<file path="config.mk">
export PLATFORM = sky130hd
export DESIGN_NAME = sopc_test_ctrl_flat
export DESIGN_NICKNAME = d
export VERILOG_FILES = /design/src/rtl/sopc_test_ctrl_if.sv /design/src/rtl/sopc_test_ctrl.sv /design/src/flat_wrapper.sv
export SDC_FILE = /design/constraint.sdc
export NUM_CORES = 1
export LEC_CHECK = 0
export ABC_AREA = 0
export BUFFER_PORTS_ARGS = -buffer_cell sky130_fd_sc_hd__clkbuf_2
export CORE_MARGIN = 2
export CORE_UTILIZATION = 45
export DETAILED_ROUTE_END_ITERATION = 6
export HOLD_SLACK_MARGIN = 0.15
export PLACE_DENSITY = 0.72
export SETUP_SLACK_MARGIN = 0.5
export SYNTH_ARGS = -nofsm -noshare
export SYNTH_HDL_FRONTEND = slang
export SYNTH_SLANG_ARGS = --single-unit
</file>
<file path="constraint.sdc">
create_clock -name clk -period 3.19 [get_ports clk]
set_input_delay 0.638 -clock clk [delete_from_list [all_inputs] [get_ports clk]]
set_output_delay 0.638 -clock clk [all_outputs]
set_load 0.01 [all_outputs]
</file>
<file path="src/rtl/sopc_test_ctrl_if.sv">
// Writeback snoop bundle: NUM_CH register-file write ports observed by the run controller.
// Channel k occupies bits [k*AW +: AW] of the address and [k*DW +: DW] of the data.
interface sopc_test_ctrl_if #(
   parameter int NUM_CH = 1,
   parameter int AW     = 5,
   parameter int DW     = 32
);
   logic [NUM_CH-1:0]    wb_we;
   logic [NUM_CH*AW-1:0] wb_waddr;
   logic [NUM_CH*DW-1:0] wb_wdata;

   modport master (output wb_we, output wb_waddr, output wb_wdata);
   modport slave  (input  wb_we, input  wb_waddr, input  wb_wdata);
endinterface

</file>
<file path="src/rtl/sopc_test_ctrl.sv">
// Run controller for min-SOPC bring-up: holds the core in reset, counts run cycles and ends the
// test on a write to DONE_REG (pass/fail by data) or on cycle-budget exhaustion (timeout).
//
// state     | meaning
// S_HOLD    | core held in reset for RST_CYCLES edges, writebacks ignored
// S_RUN     | core running, cycle counter advancing, snooping writebacks
// S_PASS    | DONE_REG written with PASS_CODE, core frozen
// S_FAIL    | DONE_REG written with any other value, core frozen
// S_TIMEOUT | run budget spent without a DONE_REG write, core frozen
module sopc_test_ctrl #(
   parameter int              RST_CYCLES = 10,
   parameter int              MAX_CYCLES = 50,
   parameter int              NUM_CH     = 1,
   parameter int              AW         = 5,
   parameter int              DW         = 32,
   parameter int              CNT_W      = 32,
   parameter logic [AW-1:0]   DONE_REG   = 5'd31,
   parameter logic [DW-1:0]   PASS_CODE  = 32'h0000_0001
) (
   input  logic             clk,
   input  logic             rst,
   input  logic             restart_i,
   sopc_test_ctrl_if.slave  wb,
   output logic             core_rst_o,
   output logic             halt_o,
   output logic             done_o,
   output logic             pass_o,
   output logic             fail_o,
   output logic             timeout_o,
   output logic [CNT_W-1:0] cycle_cnt_o,
   output logic [DW-1:0]    result_o
);

   localparam int             HW        = (RST_CYCLES > 1) ? $clog2(RST_CYCLES) : 1;
   localparam logic [HW-1:0]  HOLD_LAST = HW'(RST_CYCLES - 1);
   localparam bit             TO_EN     = (MAX_CYCLES != 0);
   localparam logic [CNT_W-1:0] TO_CNT  = TO_EN ? CNT_W'(MAX_CYCLES - 1) : '0;

   typedef enum logic [2:0] {
      S_HOLD    = 3'd0,
      S_RUN     = 3'd1,
      S_PASS    = 3'd2,
      S_FAIL    = 3'd3,
      S_TIMEOUT = 3'd4
   } state_t;

   state_t           state_q, state_d;
   logic [HW-1:0]    hold_q, hold_d;
   logic [CNT_W-1:0] cnt_q, cnt_d;
   logic [DW-1:0]    result_q, result_d;

   logic             hit;
   logic [DW-1:0]    hit_data;

   // Scan from the top channel down so the lowest matching channel is the one left standing.
   always_comb begin
      hit      = 1'b0;
      hit_data = '0;
      for (int k = NUM_CH - 1; k >= 0; k--) begin
         if (wb.wb_we[k] && (wb.wb_waddr[k*AW +: AW] == DONE_REG)) begin
            hit      = 1'b1;
            hit_data = wb.wb_wdata[k*DW +: DW];
         end
      end
   end

   always_ff @(posedge clk or negedge rst) begin
      if (!rst) begin
         state_q  <= S_HOLD;
         hold_q   <= '0;
         cnt_q    <= '0;
         result_q <= '0;
      end else begin
         state_q  <= state_d;
         hold_q   <= hold_d;
         cnt_q    <= cnt_d;
         result_q <= result_d;
      end
   end

   always_comb begin
      state_d  = state_q;
      hold_d   = hold_q;
      cnt_d    = cnt_q;
      result_d = result_q;
      if (restart_i) begin
         state_d  = S_HOLD;
         hold_d   = '0;
         cnt_d    = '0;
         result_d = '0;
      end else begin
         case (state_q)
            S_HOLD: begin
               if (hold_q == HOLD_LAST) begin
                  state_d = S_RUN;
                  hold_d  = '0;
                  cnt_d   = '0;
               end else begin
                  hold_d = hold_q + 1'b1;
               end
            end
            S_RUN: begin
               // The counter stops on the terminating cycle so it reports the cycle of the event.
               if (hit) begin
                  state_d  = (hit_data == PASS_CODE) ? S_PASS : S_FAIL;
                  result_d = hit_data;
               end else if (TO_EN && (cnt_q == TO_CNT)) begin
                  state_d = S_TIMEOUT;
               end else if (cnt_q != '1) begin
                  cnt_d = cnt_q + 1'b1;
               end
            end
            default: ;
         endcase
      end
   end

   always_comb begin
      core_rst_o  = (state_q != S_RUN);
      halt_o      = (state_q == S_PASS) || (state_q == S_FAIL) || (state_q == S_TIMEOUT);
      pass_o      = (state_q == S_PASS);
      fail_o      = (state_q == S_FAIL);
      timeout_o   = (state_q == S_TIMEOUT);
      done_o      = (state_q == S_PASS) || (state_q == S_FAIL);
      cycle_cnt_o = cnt_q;
      result_o    = result_q;
   end

endmodule

</file>
<file path="src/flat_wrapper.sv">
// flat-port wrapper written by rule: the top's interface ports become plain ports
module sopc_test_ctrl_flat 
#(
   parameter int              RST_CYCLES = 10,
   parameter int              MAX_CYCLES = 50,
   parameter int              NUM_CH     = 1,
   parameter int              AW         = 5,
   parameter int              DW         = 32,
   parameter int              CNT_W      = 32,
   parameter logic [AW-1:0]   DONE_REG   = 5'd31,
   parameter logic [DW-1:0]   PASS_CODE  = 32'h0000_0001
)
  (clk, rst, restart_i, core_rst_o, halt_o, done_o, pass_o, fail_o, timeout_o, cycle_cnt_o, result_o, wb_wb_we, wb_wb_waddr, wb_wb_wdata);
  sopc_test_ctrl_if #(.NUM_CH(NUM_CH), .AW(AW), .DW(DW)) wb_i ();
  input  logic clk;
  input  logic rst;
  input  logic restart_i;
  output logic core_rst_o;
  output logic halt_o;
  output logic done_o;
  output logic pass_o;
  output logic fail_o;
  output logic timeout_o;
  output logic [CNT_W-1:0] cycle_cnt_o;
  output logic [DW-1:0] result_o;
  input wire logic [$bits(wb_i.wb_we)-1:0] wb_wb_we;
  input wire logic [$bits(wb_i.wb_waddr)-1:0] wb_wb_waddr;
  input wire logic [$bits(wb_i.wb_wdata)-1:0] wb_wb_wdata;
  assign wb_i.wb_we = wb_wb_we;
  assign wb_i.wb_waddr = wb_wb_waddr;
  assign wb_i.wb_wdata = wb_wb_wdata;
  sopc_test_ctrl #(.RST_CYCLES(RST_CYCLES), .MAX_CYCLES(MAX_CYCLES), .NUM_CH(NUM_CH), .AW(AW), .DW(DW), .CNT_W(CNT_W), .DONE_REG(DONE_REG), .PASS_CODE(PASS_CODE)) u_core (.clk(clk), .rst(rst), .restart_i(restart_i), .wb(wb_i), .core_rst_o(core_rst_o), .halt_o(halt_o), .done_o(done_o), .pass_o(pass_o), .fail_o(fail_o), .timeout_o(timeout_o), .cycle_cnt_o(cycle_cnt_o), .result_o(result_o));
endmodule
</file>
==> impl_metrics.yaml <==
run_status:
  outcome: "finished clean"
sta:
  post_route_skew_ns: 0.0110
  post_route_setup_slack_ns: 0.710
  timing.final.crit_period_ns: 2.48
  rsz0062_at_grt: "false"
  setup_viol: 0
  number_of_max_slew_violations_in_the_final_report: 0
  final_hold_viol_count: 0
  maxClockFrequency_mhz: 403
  slew-limit-headroom_pct: 40.7
  min_period_over_period_pct: 77.7
  tns_ns: 0
  timing_worst_slew_pin_value_ns: 0.882
worst_setup_path:
  critPathTopFamily: "simple AND/OR/NAND/NOR gates"
  critical_path_class: "reg2reg"
  worstPathBufferInverterCount: 0
  crit_chain: "ha_1, nand3_1, or4_4, a2111oi_4, nand4_1, xor2_1, nor2_1"
  crit_path_top_delay_cell: "sky130_fd_sc_hd__or4_4"
  worst_ep_arrival_ns: 2.68
  crit-reg2reg-launch: "u_core.cycle_cnt_o[0]"
  worst_setup_path_end_kind: "flip-flop"
  timing.critical_path.required_ns: 3.39
  critical_path_peak_fanout: 7
  cpPeakStageDelay_ns: 0.59
  start_kind: "flip-flop"
  first_element_of_the_critical_path: "u_core.cycle_cnt_o[0]"
synth:
  async_reset_ff_share_pct: 100
  syn_area_mm2: 0.00351
  synth_edf_count: 0
  yosys_synthesis_warning_count: 0
  syn_area_per_cell_um2: 10.1
  netlist.area_leader.share_pct: 50.6
  synth_flop_cell: "sky130_fd_sc_hd__dfrtp_1"
  synth_sequential_area_ratio_pct: 50.6
  synthDominantAreaCellType: "sky130_fd_sc_hd__dfrtp_1"
  syn-num-nets: 392
  synth.area.top_cells: "sky130_fd_sc_hd__dfrtp_1 (51%), sky130_fd_sc_hd__a22o_1 (8.0%), sky130_fd_sc_hd__nor2_1 (4.3%)"
  postSynthRegisterBits: 71
  syn-instance-count: 349
  unique_masters_post_synth: 47
final_layout:
  num_antenna_cells: 0
  final_cell_mix: "sky130_fd_sc_hd__clkbuf_2 (109), sky130_fd_sc_hd__dfrtp_1 (71), sky130_fd_sc_hd__nor2_1 (40)"
  commonest_non_fill_non_tap_cell_in_the_layout: "sky130_fd_sc_hd__clkbuf_2"
  drive_above_1_share_pct: 32.4
  ff_latch_area_mm2: 0.00178
  num-nets-final: 504
  fillerInstances: 692
  syn2layout_area_growth_pct: 25.7
  multi_input_combinational_cell_area_mm2: 0.00168
routing:
  wl_per_cell_um: 16.2
  via_count: 3231
  ant_nets: 0
  vias_per_cell: 5.69
  totalWireLength_um: 9220
  drt-pass1-iter-count: 4
  post-route-drc-count: 0
  drt-initial-drc-count: 231
clock_network:
  tritoncts: "done"
  buffer_depth_of_the_longest_clock_path: 2
  cts_root_buf: "sky130_fd_sc_hd__clkbuf_8"
  cts-buffers-inserted: 9
  postCtsSetupRepairBufs: 0
  clock_tree.htree_level_count: 3
  cts-hold-fix-buffers: 0
  worst_skew_pair.late_latency_ns: 0.35
  post_cts_resize_count: 1
  cts_num_sinks: 71
  cts.clk_slew.worst_paths_ns: 0.10
place:
  pre_cts_slack_ns: 0.438
  gp_congestion: 0.826
  detailed_place_hpwl_um: 6570
  port-buffer-count: 110
floorplan:
  initial_utilization_pct: 45.9
  rows: 32
  dieArea_mm2: 0.00852
  chipWidth_um: 92.3
  placeableCoreArea_mm2: 0.00765
  floorplan.die.height_um: 92.3
  ios: 111
job:
  maxCapViolations: 0
global_route:
  first_global_vias: 3030
  grt.overflow.total: 0
  grt_util_all_layers_pct: 22.2
  grt_antenna_before_repair: 0
  grt_max_degree: 44
  grt_pass1_wl_um: 15100
min_path:
  hold_class: "in2async"
pwr:
  switching_share_pct: 27.5
  power_frac_seq_pct: 52.9
  vdd_ir_drop_max_mv: 0.245
  comb_power_share_pct: 5.7
  pwr-share-clk_pct: 41.5
  switching_power_w: 0.000470
  power_leakage_nw: 2.15
  power_density_mw_per_mm2: 388
  intPower_w: 0.00124
==> stage by stage <==
stage | cell area (um^2) | hold WS, ns | total power [W] | utilization [%] | cells
after floorplan | 3510 | 0.342 | 0.000958 | - | 349
after global placement | 4210 | 0.490 | 0.00102 | 55.0 | 552
after detailed placement | 4210 | 0.491 | 0.00102 | 55.0 | 552
after CTS | 4400 | 0.327 | 0.00173 | 57.6 | 568
after global routing | 4410 | 0.348 | 0.00179 | 57.7 | 568
final | 4410 | 0.304 | 0.00171 | 57.7 | 568
==> path summary, 6_finish.rpt <==
kind / cells after the start / endpoint / slack [ns]
min: 1 / u_core.result_o[14] / 0.30
min in group clk: 2 / u_core.result_o[0] / 0.51
max reg2reg: 7 / u_core.cycle_cnt_o[22] / 0.71
max: 7 / u_core.cycle_cnt_o[22] / 0.71
max in group asynchronous: 2 / u_core.cycle_cnt_o[7] / 2.22
min reg2reg: 1 / u_core.result_o[15] / 0.51
==> power by group through the flow <==
stage,combinational [W],clock (W),sequential (W)
after CTS,0.0000989,0.000725,0.000906
after global placement,0.0000964,0,0.000923
after floorplan,0.0000346,0,0.000923
after detailed placement,0.0000988,0,0.000924
after global routing,0.000110,0.000770,0.000907
final,0.0000971,0.000710,0.000906
==> Yosys cell counts (all sizes together) (3+ instances only) <==
library cell,n
a21oi,12
a22o,32
a31o,4
and3,7
buf,3
clkbuf,12
dfrtp,71
inv,3
nand2,26
nand3,13
nand4,17
nor2,40
nor2b,4
nor3,21
nor4,18
o21ai,9
or3,3
xnor2,15
xor2,6
==> worst reg2reg max path: stages, from the launching register on <==
cell	delay, ns
sky130_fd_sc_hd__dfrtp_1	0.49
sky130_fd_sc_hd__ha_1	0.21
sky130_fd_sc_hd__nand3_1	0.16
sky130_fd_sc_hd__or4_4	0.59
sky130_fd_sc_hd__a2111oi_4	0.50
sky130_fd_sc_hd__nand4_1	0.17
sky130_fd_sc_hd__xor2_1	0.16
sky130_fd_sc_hd__nor2_1	0.06
==> final cells by class <==
class / instances / share of cell area, %
inverter: 3 / 0.255
multi-input combinational: 260 / 38.1
sequential: 71 / 40.3
tap: 102 / 2.89
clock buffer: 9 / 2.81
clock inverter: 7 / 1.56
timing repair buffer: 116 / 14.1
==> state kept, by name (all words and copies together) (netlist names) <==
register	count
u_core.cycle_cnt_o	32
u_core.result_o	32
u_core.hold_q	4
u_core.state_q	3
==> cells by family (layout without fill, tap and decap cells) <==
group,Yosys count,after routing,share of synthesized area (%)
simple gates,167,167,25.5
mux,2,2,0.571
xor+xnor,21,21,5.24
compound gates,68,68,15.3
fa+ha+maj,2,2,0.713
buf+inv,18,135,2.03
flops,71,71,50.6
==> layer usage <==
metal	track usage (%)	vias up	share of wire, %
li1	-	1525	-
met1	31.9	1567	46
met2	33.8	126	46
met3	4.88	13	6.2
met4	6.84	0	1.6
met5	0	-	0
(Power assumes the default switching activity.)
